--- config.mk ---
export PLATFORM = sky130hd
export DESIGN_NAME = atan_arg_reduce
export DESIGN_NICKNAME = d
export VERILOG_FILES = /design/src/rtl/atan_pkg.sv /design/src/rtl/atan_div_seq.sv /design/src/rtl/atan_arg_reduce.sv
export SDC_FILE = /design/constraint.sdc
export NUM_CORES = 1
export LEC_CHECK = 0
export CAP_MARGIN = 20
export CORE_ASPECT_RATIO = 0.7
export CORE_MARGIN = 2
export CORE_UTILIZATION = 53
export CTS_BUF_LIST = sky130_fd_sc_hd__clkbuf_16
export DETAILED_ROUTE_END_ITERATION = 12
export GPL_ROUTABILITY_DRIVEN = 0
export PLACE_DENSITY = 0.76
export SYNTH_ARGS = -nofsm -noshare
export SYNTH_HDL_FRONTEND = slang
export SYNTH_HIERARCHICAL = 1
export SYNTH_SLANG_ARGS = --single-unit
export TNS_END_PERCENT = 10
--- constraint.sdc ---
create_clock -name clk -period 2.6 [get_ports clk]
set_input_delay 0.39 -clock clk [delete_from_list [all_inputs] [get_ports clk]]
set_output_delay 0.39 -clock clk [all_outputs]
set_load 0.02 [all_outputs]
--- src/rtl/atan_pkg.sv ---
// Shared constants and types for the arctangent pipeline.
// oct_o bit positions are also used by the downstream angle reconstruction stage.
package atan_pkg;

   localparam int ATAN_DATA_W = 8;

   localparam int OCT_SWAP = 0;
   localparam int OCT_XNEG = 1;
   localparam int OCT_YNEG = 2;

   typedef enum logic [1:0] {
      IDLE = 2'd0,
      DIV  = 2'd1,
      DONE = 2'd2
   } atan_state_e;

endpackage

--- src/rtl/atan_div_seq.sv ---
// Sequential restoring divider producing a DATA_W-bit fraction of num/den, MSB first.
// One quotient bit per step; done flags the final step so the caller can capture quot_nxt.
module atan_div_seq #(
   parameter int DATA_W = 8
) (
   input  logic              clk,
   input  logic              rst_n,
   input  logic              load,
   input  logic              step,
   input  logic [DATA_W-1:0] num_i,
   input  logic [DATA_W-1:0] den_i,
   output logic              done,
   output logic [DATA_W-1:0] quot_nxt
);

   localparam int CNT_W = (DATA_W > 1) ? $clog2(DATA_W) : 1;

   logic [DATA_W-1:0] den_q;
   logic [DATA_W-1:0] quot_q;
   logic [DATA_W:0]   rem_q;
   logic [CNT_W-1:0]  cnt_q;

   logic [DATA_W:0]   rem_sh;
   logic [DATA_W:0]   rem_nxt;
   logic              q_bit;

   always_comb begin
      rem_sh   = {rem_q[DATA_W-1:0], 1'b0};
      q_bit    = (rem_sh >= {1'b0, den_q});
      rem_nxt  = q_bit ? (rem_sh - {1'b0, den_q}) : rem_sh;
      quot_nxt = {quot_q[DATA_W-2:0], q_bit};
      done     = (cnt_q == '0);
   end

   // num <= den always holds here, so the integer quotient bits of num*2^DATA_W/den
   // are zero and the remainder after shifting in num's own bits is num itself.
   // Loading that remainder directly lets the DATA_W steps shift in only the zeros.
   always_ff @(posedge clk or negedge rst_n) begin
      if (!rst_n) begin
         den_q  <= '0;
         quot_q <= '0;
         rem_q  <= '0;
         cnt_q  <= '0;
      end else if (load) begin
         den_q  <= den_i;
         quot_q <= '0;
         rem_q  <= {1'b0, num_i};
         cnt_q  <= CNT_W'(DATA_W - 1);
      end else if (step) begin
         rem_q  <= rem_nxt;
         quot_q <= quot_nxt;
         if (cnt_q != '0)
            cnt_q <= cnt_q - CNT_W'(1);
      end
   end

endmodule

--- src/rtl/atan_arg_reduce.sv ---
// Folds (x, y) into the first octant and computes min/max as an unsigned Q0.8 ratio.
//   state | meaning
//   IDLE  | ready, waiting for val_i
//   DIV   | DATA_W restoring-divider iterations
//   DONE  | val_o strobe, ratio_o/oct_o valid
module atan_arg_reduce
   import atan_pkg::*;
#(
   parameter int DATA_W = ATAN_DATA_W
) (
   input  logic              clk,
   input  logic              rst_n,
   input  logic              val_i,
   input  logic [DATA_W-1:0] x_i,
   input  logic [DATA_W-1:0] y_i,
   output logic              rdy_o,
   output logic              val_o,
   output logic [DATA_W-1:0] ratio_o,
   output logic [2:0]        oct_o
);

   atan_state_e state_q, state_d;

   logic [DATA_W-1:0] ax, ay, num, den;
   logic              x_neg, y_neg, swap;

   logic              div_load, div_step, div_done;
   logic [DATA_W-1:0] div_quot_nxt;

   logic [2:0]        oct_q;
   logic              zero_q, eq_q;

   // Two's-complement magnitude; the most negative value maps to 2^(DATA_W-1) unsigned.
   always_comb begin
      x_neg = x_i[DATA_W-1];
      y_neg = y_i[DATA_W-1];
      ax    = x_neg ? (~x_i + DATA_W'(1)) : x_i;
      ay    = y_neg ? (~y_i + DATA_W'(1)) : y_i;
      swap  = (ay > ax);
      num   = swap ? ax : ay;
      den   = swap ? ay : ax;
   end

   always_ff @(posedge clk or negedge rst_n) begin
      if (!rst_n)
         state_q <= IDLE;
      else
         state_q <= state_d;
   end

   always_comb begin
      state_d = state_q;
      case (state_q)
         IDLE:    if (val_i) state_d = DIV;
         DIV:     if (div_done) state_d = DONE;
         DONE:    state_d = IDLE;
         default: state_d = IDLE;
      endcase
   end

   always_comb begin
      rdy_o    = (state_q == IDLE);
      val_o    = (state_q == DONE);
      div_load = (state_q == IDLE) && val_i;
      div_step = (state_q == DIV);
   end

   atan_div_seq #(.DATA_W(DATA_W)) u_div (
      .clk      (clk),
      .rst_n    (rst_n),
      .load     (div_load),
      .step     (div_step),
      .num_i    (num),
      .den_i    (den),
      .done     (div_done),
      .quot_nxt (div_quot_nxt)
   );

   always_ff @(posedge clk or negedge rst_n) begin
      if (!rst_n) begin
         oct_q  <= '0;
         zero_q <= 1'b0;
         eq_q   <= 1'b0;
      end else if (div_load) begin
         oct_q[OCT_SWAP] <= swap;
         oct_q[OCT_XNEG] <= x_neg;
         oct_q[OCT_YNEG] <= y_neg;
         zero_q          <= (den == '0);
         eq_q            <= (num == den);
      end
   end

   // Results land on the DIV->DONE edge; 1.0 saturates to all-ones and 0/0 reads as 0.
   always_ff @(posedge clk or negedge rst_n) begin
      if (!rst_n) begin
         ratio_o <= '0;
         oct_o   <= '0;
      end else if (div_step && div_done) begin
         oct_o <= oct_q;
         if (zero_q)
            ratio_o <= '0;
         else if (eq_q)
            ratio_o <= '1;
         else
            ratio_o <= div_quot_nxt;
      end
   end

endmodule

**After elaboration in Yosys (flattened, before gate mapping)**

Cells that the tools add are included.

- Flip-flop bits (word level): 44
- Bits in latches: 0
- Bits in writable memories: 0
- Bits in read-only memories: 0
- Input port bits: 19
- Output and inout port bits: 13
- Memories kept: 0

- Add/subtract/negate cells: 4
- Multiply operators: 0
- Div/mod/pow operators: 0
- Order comparisons: 2
- Equal/unequal tests: 5
- Shift-type cells: 0
- Mux-type cells: 17
- Bitwise gates (word level): 2
- Reduce and logical (&&, ||, !) cells: 10

Operators by type and width:

| cell | count |
|---|---|
| $mux 8 | 9 |
| $add 8x1->8 const B | 2 |
| $not 8->8 | 2 |
| $mux 7 | 2 |
| $ge 9x8->1 | 1 |
| $mux 3 | 3 |
| $eq 8x8->1 | 1 |
| $gt 8x8->1 | 1 |
| $logic_not 8->1 | 1 |
| $sub 8x8->8 | 1 |
| $mux 2 | 2 |
| $pmux 2 s2 | 1 |
| $reduce_and 2->1 | 2 |
| $reduce_bool 2->1 | 2 |
| $logic_not 3->1 | 1 |
| $reduce_bool 3->1 | 1 |
| $sub 3x1->3 const B | 1 |
| $eq 2x1->1 const B | 1 |
| $eq 2x2->1 const B | 1 |
| $logic_and 1x1->1 | 2 |
| $logic_not 2->1 | 1 |
| $ne 2x1->1 const B | 1 |
| $ne 2x2->1 const B | 1 |

**Logic depth before layout (Yosys ltp)**

Gate-level depths: netlist (run 1).

- Word-level depth: 6
- Gate-level depth with buffers: 19
- Gate-level depth less buffers: 16

**By module**

Netlist (run 1), hierarchy kept.

By module, submodules not included:

| module | instances | cells each | area each (um^2) | seq. area each (um^2) |
|---|---|---|---|---|
| atan_div_seq | 1 | 179 | 1652.8 | 650.6 |
| atan_arg_reduce | 1 | 175 | 1495.2 | 450.4 |

**Least setup slack after synthesis (run 1)**

No wires, ideal clock.

- Kind: in2reg
- Start: input y_i[0]
- End: register u_div.den_q[3]
- Arrival: 3316 ps
- Path slack: -849 ps
- Cell stages on the path: 19
- Buffers on the path: 3
- Cell sequence: inv_1 ha_1 or3b_1 nand2_1 xor2_1 inv_1 ha_1 nand2_1 nor2_1 a211o_1 maj3_1 a31o_1 buf_6 and2_4 buf_6 buf_6 mux2i_1 nand2_1 o21ai_0

- Cells in the longest elaborated chain, start to end: 5

RTL lines:

| item | line | text |
|---|---|---|
| start: declaration | atan_arg_reduce.sv:15 | `input logic [DATA_W-1:0] y_i,` |
| $not 8->8 | atan_arg_reduce.sv:38 | `ay = y_neg ? (~y_i + DATA_W'(1)) : y_i;` |
| $add 8x1->8 | atan_arg_reduce.sv:38 |  |
| $mux 8 * | atan_arg_reduce.sv:38 |  |
| $gt 8x8->1 | atan_arg_reduce.sv:39 | `swap = (ay > ax);` |
| $mux 8 * | atan_arg_reduce.sv:41 | `den = swap ? ay : ax;` |
| via den[3] | atan_arg_reduce.sv:24 | `logic [DATA_W-1:0] ax, ay, num, den;` |
| end signal: assignment | atan_div_seq.sv:45 | `den_q <= den_i;` |
| end: declaration | atan_div_seq.sv:18 | `logic [DATA_W-1:0] den_q;` |

Mark *: on every way through the listed nets, which the timed path passes. The rest lies on a longest branch.
A chain may end at the register's enable or synchronous reset.

**Worst setup path after layout (run 1)**

- Start: input y_i[0]
- End: register u_div.rem_q[7]

- Cells in the longest elaborated chain, start to end: 6

RTL lines:

| item | line | text |
|---|---|---|
| $not 8->8 | atan_arg_reduce.sv:38 |  |
| $add 8x1->8 | atan_arg_reduce.sv:38 |  |
| $mux 8 * | atan_arg_reduce.sv:38 |  |
| $gt 8x8->1 | atan_arg_reduce.sv:39 |  |
| $mux 8 * | atan_arg_reduce.sv:40 | `num = swap ? ax : ay;` |
| via num[7] | atan_arg_reduce.sv:24 |  |
| $mux 8 * | atan_div_seq.sv:44 | `end else if (load) begin` |
| end signal: assignment | atan_div_seq.sv:47 | `rem_q <= {1'b0, num_i};` |
| end signal: assignment | atan_div_seq.sv:50 | `rem_q <= rem_nxt;` |
| end: declaration | atan_div_seq.sv:20 | `logic [DATA_W:0] rem_q;` |

Marked as above.

==> flow_metrics.py, run 1 <==
metrics = {
    "outcome": {
        "status": "finished, violations left",
        "violations": "negative setup slack",
    },
    "timing": {
        "period_needed_ps": 2960,
        "slew_violations": 0,
        "rsz0062_at_grt": "yes",
        "hold_viol": 0,
        "fin_skew_ps": 8.53,
        "finalSetupViolCount": 14,
        "post-route-period-util_pct": 114,
        "finalWorstSetupSlack_ps": -357,
        "maxSlewHeadroom_pct": 46.0,
        "tightest_slew_ps": 807,
        "holdWs_ps": 479,
        "max_freq_mhz": 338,
    },
    "min_path": {
        "min_path_type": "reg2reg",
    },
    "clocking": {
        "clock_path_buffers": 2,
        "clock-sinks": 44,
        "cts_buffers": 5,
        "htreeDepth": 2,
        "clockRootBuffer": "clkbuf_16",
        "cts_tree": "built",
        "insertion_delay_ps": 290,
        "path_clk_slew_ps": 70,
    },
    "setup_path": {
        "cp.required_ps": 2760,
        "endpoint_kind": "flip-flop",
        "path_class": "in2reg",
        "crit_fanout": 7,
        "rrSetupSlack_ps": 530,
        "startpoint_type": "input port",
        "arrival_ps": 3120,
    },
    "die": {
        "die_h_um": 68.5,
        "core-area_sq_mm": 0.00573,
        "fp-row-count": 23,
        "ios": 32,
        "initial_core_util_pct": 55.0,
        "die_area_sq_mm": 0.00658,
        "die_w_um": 96.1,
    },
    "power": {
        "vdd_drop_max_uv": 712,
        "p_per_area_mw_per_mm2": 1070,
        "power.total_w": 0.00462,
        "p_leak_nw": 2.00,
    },
    "logic_synthesis": {
        "synth.distinct_cells": 58,
        "yosys.area.top_type_share_pct": 35.0,
        "syn_inst": 354,
        "synth_edf_count": 0,
        "netlist_area_sq_mm": 0.00315,
        "seq_area_frac_synth_pct": 35.0,
        "synth_ff_type": "dfrtp_1",
        "yosys_register_bits": 44,
        "synth_top_area_cell": "dfrtp_1",
        "synth-async-reset-ratio_pct": 100,
        "synth_area_leaders": "dfrtp_1, ha_1, mux2i_1, nand2_1, a21oi_1",
        "ys_warn_count": 6,
        "syn_avg_cell_area_sq_um": 8.89,
        "syn_nets": 392,
    },
    "drt": {
        "vias": 2993,
        "initialDrtViolationCount": 256,
        "drt-total-wl_um": 8520,
        "drc": 0,
        "firstDrtPassIters": 5,
        "avgViaCountPerCell": 5.83,
        "wire_per_inst_um": 16.6,
        "antenna_left": 0,
    },
    "finish": {
        "area_growth_pct": 37.2,
        "drive_above_1_share_pct": 30.4,
        "final_area_sq_mm": 0.00432,
        "layout_commonest_cell": "buf_4",
        "num_antenna_cells": 0,
        "nets": 475,
        "mostFrequentLayoutCells": "buf_4, dfrtp_1, nand2_1",
        "fill_cells": 402,
    },
    "global_routing": {
        "grt-busiest-layer": "met2",
        "grt.total_usage_pct": 26.3,
        "overflow": 0,
        "antenna_found_initial": 0,
        "grt_use_met3_pct": 4.74,
        "grtUsageMet2_pct": 44.1,
        "grt_max_degree": 45,
        "first_global_vias": 2837,
        "gr-usage-met1_pct": 35.7,
        "grt_pass1_wl_um": 13200,
    },
    "placed_design": {
        "place_area_sq_mm": 0.00390,
        "preCtsSetupSlack_ps": -1040,
        "io_buffers": 31,
        "hpwl_um": 5710,
    },
    "flow_run": {
        "max-cap-violations": 0,
    },
}
## layout make-up
class | count | area (sq um) | area share [%]
clock inverter | 3 | 47.5 | 1.10
timing repair buffer | 95 | 802 | 18.6
inverter | 25 | 124 | 2.87
tap | 75 | 93.8 | 2.17
sequential | 44 | 1100 | 25.5
clock buffer | 5 | 125 | 2.90
multi-input combinational | 266 | 2020 | 46.9
## per-layer routing
layer  vias up  part of all wire [%]
li1       1426                     -
met1      1411                    44
met2       133                    47
met3        23                   6.5
met4         0                   2.1
met5         -                     0
## critical path: stages
cell,delay (ps)
buf_8,110
inv_12,50
ha_4,110
or3b_4,390
nand2_4,80
xor2_2,150
inv_2,70
ha_4,230
nand2_2,60
nor2_1,40
a211o_1,250
maj3_2,320
a31o_4,240
and2_4,180
mux2i_2,160
a21oi_2,170
o211ai_2,100
## Yosys cell counts (all sizes together), types with 2 or more instances
library cell	n
and3	4
or4	2
xor2	11
buf	9
o21ai	21
a21o	2
xnor2	6
mux2	4
nor2b	8
nand2	33
o21a	2
nor2	27
mux2i	14
a21oi	25
ha	18
nand3	13
o22ai	2
o211ai	5
dfrtp	44
nor3b	7
nand3b	2
nor3	3
nand2b	7
a31oi	2
o31ai	16
clkbuf	11
a31o	3
a211oi	2
nand4	10
inv	25
a211o	3
## state kept, by name (all words and copies together), names as in the netlist
name	flops
oct_q	3
u_div/quot_q	7
oct_o	3
u_div/cnt_q	3
u_div/den_q	8
zero_q	1
eq_q	1
u_div/rem_q	8
ratio_o	8
state_q	2
## final timing paths
| kind | start | endpoint | cells after the start |
|---|---|---|---|
| setup / recovery | y_i[0] | u_div/rem_q[7]$_DFFE_PN0P_ | 17 |
| hold / removal | ratio_o[3]$_DFFE_PN0P_ | ratio_o[3]$_DFFE_PN0P_ | 2 |
| setup reg to reg | u_div/den_q[3]$_DFFE_PN0P_ | ratio_o[0]$_DFFE_PN0P_ | 8 |
| hold reg to reg | ratio_o[3]$_DFFE_PN0P_ | ratio_o[3]$_DFFE_PN0P_ | 2 |
| max in group asynchronous | rst_n | u_div/den_q[0]$_DFFE_PN0P_ | 3 |
| min in group asynchronous | rst_n | ratio_o[5]$_DFFE_PN0P_ | 2 |
## metrics by stage
step | utilization (%) | std cells | TNS, ps
after CTS | 73.9 | 509 | -5130
after floorplan | - | 354 | -6090
after global routing | 75.4 | 513 | -5070
after global placement | 68.1 | 491 | -14840
after detailed placement | 68.1 | 491 | -16180
final | 75.4 | 513 | -3600
## report_power, final
group / total [W] / switching (W) / internal (W)
logic: 0.00271 / 0.00152 / 0.00119
clock network: 0.000732 / 0.000275 / 0.000457
registers: 0.00117 / 0.000186 / 0.000988
## cells by family after synthesis
group / Yosys count / share of synthesized area (%)
adder cells (fa/ha/maj): 20 / 8.11
AND/OR/NAND/NOR: 121 / 19.7
AO/OA/AOI/OAI: 89 / 19.7
multiplexers: 18 / 5.88
buffers and inverters: 45 / 6.64
XOR/XNOR: 17 / 4.97
flip-flops: 44 / 35.0
## what timing repair did
action | in CTS | in global routing
hold buffers | 0 | 1
setup endpoints to repair | 19 | 18
setup buffers | 9 | 4
pin swaps | 23 | 15
cloned | 1 | 0
gates resized for setup | 34 | 20
endpoints found under the hold margin | 0 | 11
Note: power is estimated with default switching activity, not from simulation.
==> run 2: changes to the inputs <==
--- a/config.mk
+++ b/config.mk
@@ -7,7 +7,7 @@
 export LEC_CHECK = 0
 export CAP_MARGIN = 20
 export CORE_ASPECT_RATIO = 0.7
-export CORE_MARGIN = 2
+export CORE_MARGIN = 3
 export CORE_UTILIZATION = 53
 export CTS_BUF_LIST = sky130_fd_sc_hd__clkbuf_16
 export DETAILED_ROUTE_END_ITERATION = 12
==> constraint.sdc (replaced) <==
create_clock -name clk -period 2.94 [get_ports clk]
set_input_delay 0.441 -clock clk [delete_from_list [all_inputs] [get_ports clk]]
set_output_delay 0.441 -clock clk [all_outputs]
set_load 0.02 [all_outputs]
==> run 2 against run 1 <==
The run still ends with negative setup slack left; final cell count shrank 0.78%; first-iteration DRC count grew 23%; critical path type unchanged; total power shrank 11%; clock power shrank 11%; sequential power shrank 10%; sequential share of layout area grew 0.20 points; setup slack gained 260 ps; clock skew shrank 4.1 ps.
==> flow_metrics.py, run 2 (synthesis results as in run 1) <==
metrics = {
    "clocking": {
        "cts_buffers": 5,
        "clock_path_buffers": 2,
        "clockRootBuffer": "clkbuf_16",
        "cts-hold-fix-buffers": 0,
        "clock-sinks": 44,
        "path_clk_slew_ps": 60,
        "htreeDepth": 2,
        "cts_tree": "built",
        "insertion_delay_ps": 290,
    },
    "power": {
        "intPower_w": 0.00232,
        "combPwrFrac_pct": 58.9,
        "p_per_area_mw_per_mm2": 963,
        "p_leak_nw": 1.98,
        "p_seq_share_pct": 25.4,
        "vdd_drop_max_uv": 598,
        "power_switching_w": 0.00181,
        "p_sw_share_pct": 43.8,
        "power.share.clock_pct": 15.7,
    },
    "timing": {
        "rsz0062_at_grt": "yes",
        "hold_viol": 0,
        "max_freq_mhz": 329,
        "finalWorstSetupSlack_ps": -102,
        "slew_violations": 0,
        "fin_skew_ps": 4.46,
        "maxSlewHeadroom_pct": 34.0,
        "tightest_slew_ps": 990,
        "holdWs_ps": 315,
        "finalSetupViolCount": 7,
        "period_needed_ps": 3040,
        "post-route-period-util_pct": 103,
    },
    "drt": {
        "drt-total-wl_um": 9420,
        "drc": 0,
        "wire_per_inst_um": 18.5,
        "vias": 3108,
        "antenna_left": 0,
        "initialDrtViolationCount": 315,
        "firstDrtPassIters": 5,
        "avgViaCountPerCell": 6.11,
    },
    "finish": {
        "num_antenna_cells": 0,
        "area_growth_pct": 36.1,
        "final_core_util_pct": 78.2,
        "drive_above_1_share_pct": 30.2,
        "nets": 474,
        "mostFrequentLayoutCells": "buf_4, dfrtp_1, nand2_1",
        "top_regs": "ratio_o x8, u_div/den_q x8, u_div/rem_q x8",
        "layout_commonest_cell": "buf_4",
    },
    "outcome": {
        "violations": "negative setup slack",
        "status": "finished, violations left",
    },
    "flow_run": {
        "max-cap-violations": 0,
    },
    "min_path": {
        "min_path_type": "in2async",
    },
    "setup_path": {
        "crit_path_start": "y_i[0]",
        "crit_fanout": 4,
        "endpoint_kind": "flip-flop",
        "startpoint_type": "input port",
        "regToRegStartpoint": "state_q[0]$_DFFE_PN0P_",
        "arrival_ps": 3200,
        "path_class": "in2reg",
        "cp.required_ps": 3100,
    },
    "global_routing": {
        "first_global_vias": 3061,
        "grt_max_degree": 45,
        "grt_pass1_wl_um": 14800,
        "overflow": 0,
        "antenna_found_initial": 0,
        "grt.total_usage_pct": 26.4,
    },
    "die": {
        "die_w_um": 98.1,
        "fp-row-count": 22,
        "die_h_um": 70.5,
        "ios": 32,
        "die_area_sq_mm": 0.00692,
        "core-area_sq_mm": 0.00548,
        "initial_core_util_pct": 57.5,
    },
    "placed_design": {
        "io_buffers": 31,
        "hpwl_um": 6120,
    },
}
## run 2: cell types whose count changed in the layout (fill, tap and decap cells not counted), sizes merged
cell           change
dlymetal6s2s       -3
buf                +2
clkbuf             -1
clkdlybuf4s15      +1
dlygate4sd2        +1
dlygate4sd3        -1
## run 2: repair_timing
item                                    in CTS  in global routing
hold endpoints to repair                     0                  0
pin swaps                                   17                 17
endpoints found under the setup margin      17                 14
resized for setup                           36                 26
setup buffers                               11                  3
cloned                                       1                  0
## run 2: critical path, stage by stage
cell     delay, ps
buf_12         110
inv_12          40
ha_4           120
or3b_4         400
nand2_4         80
xor2_2         160
inv_2           70
ha_4           220
nand2_2         60
nor2_2          40
a211o_1        230
maj3_2         330
a31o_4         250
buf_4          150
a21oi_2        120
a21oi_1         60
a21oi_1        200
nand3_1        110
## run 2: final timing paths
check                      slack, ps                    endpoint  cells past startpoint
max                             -100  u_div/rem_q[3]$_DFFE_PN0P_                     18
min                              310      ratio_o[4]$_DFFE_PN0P_                      1
max reg2reg                      530          zero_q$_DFFE_PN0P_                      9
min reg2reg                      480      ratio_o[1]$_DFFE_PN0P_                      2
max in group asynchronous       2010  u_div/rem_q[6]$_DFFE_PN0P_                      1
min in group clk                 480      ratio_o[1]$_DFFE_PN0P_                      2
## run 2: layout make-up
type                       instances  area [sq um]
sequential                        44          1100
clock buffer                       5           125
clock inverter                     3          42.5
multi-input combinational        266          2020
timing repair buffer              94           785
tap                               72          90.1
inverter                          25           124
fill                             371          1190
## run 2: power groups by stage
stage               registers (W)  clock network, W  logic (W)
finish                    0.00105          0.000649    0.00243
global route              0.00108          0.000683    0.00268
CTS                       0.00104          0.000644    0.00231
detailed placement        0.00105                 0    0.00223
global placement          0.00104                 0    0.00216
floorplan                 0.00108                 0    0.00162
## run 2: through the flow
| step | power (W) | TNS [ps] | instances | area, sq um | setup slack, ps |
|---|---|---|---|---|---|
| final | 0.00413 | -253 | 509 | 4280 | -102 |
| after global routing | 0.00444 | -1400 | 509 | 4280 | -173 |
| after CTS | 0.00400 | -1440 | 508 | 4230 | -148 |
| after detailed placement | 0.00328 | -10520 | 488 | 3900 | -742 |
| after global placement | 0.00320 | -9650 | 488 | 3900 | -663 |
| after floorplan | 0.00270 | -2040 | 354 | 3240 | -187 |
## run 2: per-layer routing
metal / vias up / track usage [%] / routed length (um)
met5: - / 0 / 0
met4: 0 / 7.99 / 191
met3: 29 / 5.19 / 604
met2: 163 / 42.5 / 4460
met1: 1499 / 36.0 / 4170
li1: 1417 / - / -
==> run 3: changes to the inputs <==
--- a/config.mk
+++ b/config.mk
@@ -7,7 +7,7 @@
 export LEC_CHECK = 0
 export CAP_MARGIN = 20
 export CORE_ASPECT_RATIO = 0.7
-export CORE_MARGIN = 3
+export CORE_MARGIN = 2
 export CORE_UTILIZATION = 53
 export CTS_BUF_LIST = sky130_fd_sc_hd__clkbuf_16
 export DETAILED_ROUTE_END_ITERATION = 12
==> run 3 against run 2 <==
Design area increased by 1.2%; sequential power is essentially flat; worst hold slack lost 300 ps; flip-flop and latch count is the same; critical endpoint is now u_div/rem_q[7]$_DFFE_PN0P_; setup slack got worse by 97 ps; critical path type unchanged; combinational power about the same; the flow still finishes with violations (negative setup slack); total power is 1.1% higher; final cell count fell by 0.59%; largest power group unchanged; fmax is 3.1% lower; utilization shrank 2.5 points; clock-buffer cell count unchanged.
==> flow_metrics.py, run 3 (synthesis results as in run 1) <==
metrics = {
    "clocking": {
        "clockRootBuffer": "clkbuf_16",
        "cts_buffers": 5,
        "insertion_delay_ps": 280,
        "clock_path_buffers": 2,
        "cts-hold-fix-buffers": 0,
        "path_clk_slew_ps": 60,
        "cts_tree": "built",
        "clock-sinks": 44,
        "htreeDepth": 2,
    },
    "global_routing": {
        "grt_max_degree": 45,
        "grt_pass1_wl_um": 14000,
        "gr-usage-met1_pct": 35.3,
        "grt.total_usage_pct": 28.3,
        "grtUsageMet2_pct": 49.4,
        "overflow": 0,
        "antenna_found_initial": 0,
        "first_global_vias": 2964,
        "grt_use_met3_pct": 5.73,
        "grt-busiest-layer": "met2",
    },
    "drt": {
        "vias": 3072,
        "initialDrtViolationCount": 258,
        "firstDrtPassIters": 5,
        "antenna_left": 0,
        "wire_per_inst_um": 18.9,
        "drt-total-wl_um": 9560,
        "drc": 0,
        "avgViaCountPerCell": 6.07,
    },
    "timing": {
        "hold_viol": 0,
        "tightest_slew_ps": 921,
        "fin_skew_ps": 5.49,
        "max_freq_mhz": 319,
        "rsz0062_at_grt": "yes",
        "post-route-period-util_pct": 107,
        "finalWorstSetupSlack_ps": -199,
        "slew_violations": 0,
        "holdWs_ps": 17.7,
        "period_needed_ps": 3140,
        "maxSlewHeadroom_pct": 38.4,
        "finalSetupViolCount": 14,
    },
    "setup_path": {
        "cp.required_ps": 3100,
        "crit_fanout": 7,
        "endpoint_kind": "flip-flop",
        "worst-path-buf-inv": 2,
        "regToRegStartpoint": "state_q[0]$_DFFE_PN0P_",
        "crit_path_start": "y_i[7]",
        "crit_slowest_cell": "clkdlybuf4s15_1",
        "arrival_ps": 3300,
        "path_class": "in2reg",
        "slowest_delay_ps": 320,
        "crit_top_cell": "a21oi_1",
        "cp_cell_sequence": "clkdlybuf4s15_1 -> nand2b_1 -> xor2_2 -> inv_1 -> ha_4 -> a21oi_1 -> nor2_2 -> a211o_1 -> maj3_2 -> a31o_4 -> and2_4 -> mux2i_1 -> a21oi_1 -> o211ai_2",
        "startpoint_type": "input port",
        "crit_family": "compound AO/OA/AOI/OAI gates",
    },
    "power": {
        "p_leak_nw": 2.00,
        "vdd_drop_max_uv": 604,
        "p_per_area_mw_per_mm2": 963,
    },
    "finish": {
        "layout_commonest_cell": "buf_4",
        "drive_above_1_share_pct": 29.7,
        "top_regs": "ratio_o x8, u_div/den_q x8, u_div/rem_q x8",
        "num_antenna_cells": 0,
        "mostFrequentLayoutCells": "buf_4, dfrtp_1, nand2_1",
        "nets": 469,
        "area_growth_pct": 37.7,
    },
    "min_path": {
        "min_path_type": "in2async",
    },
    "placed_design": {
        "preCtsSetupSlack_ps": -749,
        "hpwl_um": 5810,
        "io_buffers": 31,
    },
    "die": {
        "die_h_um": 68.5,
        "initial_core_util_pct": 55.0,
        "die_area_sq_mm": 0.00658,
        "core-area_sq_mm": 0.00573,
        "die_w_um": 96.1,
        "fp-row-count": 23,
        "ios": 32,
    },
    "outcome": {
        "status": "finished, violations left",
        "violations": "negative setup slack",
    },
    "flow_run": {
        "max-cap-violations": 0,
    },
}
==> run 3: layout make-up <==
cell class	instances	area [sq um]
Clock buffer	5	125
Clock inverter	2	60.1
Fill cell	388	1390
Inverter	25	124
Multi-Input combinational cell	266	2050
Sequential cell	44	1100
Tap cell	75	93.8
Timing Repair Buffer	89	781
==> run 3: final timing paths <==
check	cells after the start	slack, ps	to
hold reg to reg	2	470	ratio_o[2]$_DFFE_PN0P_
hold / removal	1	20	oct_q[1]$_DFFE_PN0P_
setup / recovery	14	-200	u_div/rem_q[7]$_DFFE_PN0P_
min in group clk	2	470	ratio_o[2]$_DFFE_PN0P_
max in group asynchronous	2	2460	u_div/rem_q[3]$_DFFE_PN0P_
setup reg to reg	6	810	u_div/rem_q[5]$_DFFE_PN0P_
==> run 3: repair_timing <==
item / in CTS / in global routing
cloned: 1 / 0
buffers inserted: 10 / 2
gates resized for setup: 37 / 27
setup endpoints to repair: 17 / 14
pin swaps: 24 / 14
==> run 3: worst reg2reg max path: stages (launching register included) <==
cell      delay, ps
dfrtp_1         360
nor2_1           70
nand2_1         280
inv_1           200
nor2_1          750
o221ai_1        270
nand3_1         140
==> run 3: per-stage QoR <==
stage | total power (W) | utilization (%) | area [sq um] | std cells | TNS, ps
2_1_floorplan | 0.00270 | - | 3240 | 354 | -2040
4_1_cts | 0.00405 | 74.1 | 4240 | 505 | -1220
3_5_place_dp | 0.00327 | 67.6 | 3870 | 487 | -10650
3_3_place_gp | 0.00318 | 67.6 | 3870 | 487 | -9400
6_report | 0.00417 | 75.7 | 4330 | 506 | -2000
5_1_grt | 0.00444 | 75.7 | 4330 | 506 | -3410
==> run 3: power breakdown <==
| part | switching, W | leakage, nW | internal [W] |
|---|---|---|---|
| Clock | 0.000227 | 0.0899 | 0.000482 |
| Sequential | 0.000167 | 0.553 | 0.000874 |
| Combinational | 0.00139 | 1.36 | 0.00104 |
| Total | 0.00178 | 2.00 | 0.00239 |
==> run 3: per-layer routing <==
| metal | share of wire [%] | vias up | routed length (um) |
|---|---|---|---|
| li1 | - | 1406 | - |
| met1 | 41 | 1482 | 3940 |
| met2 | 48 | 146 | 4630 |
| met3 | 6.4 | 38 | 610 |
| met4 | 4.0 | 0 | 383 |
| met5 | 0 | - | 0 |
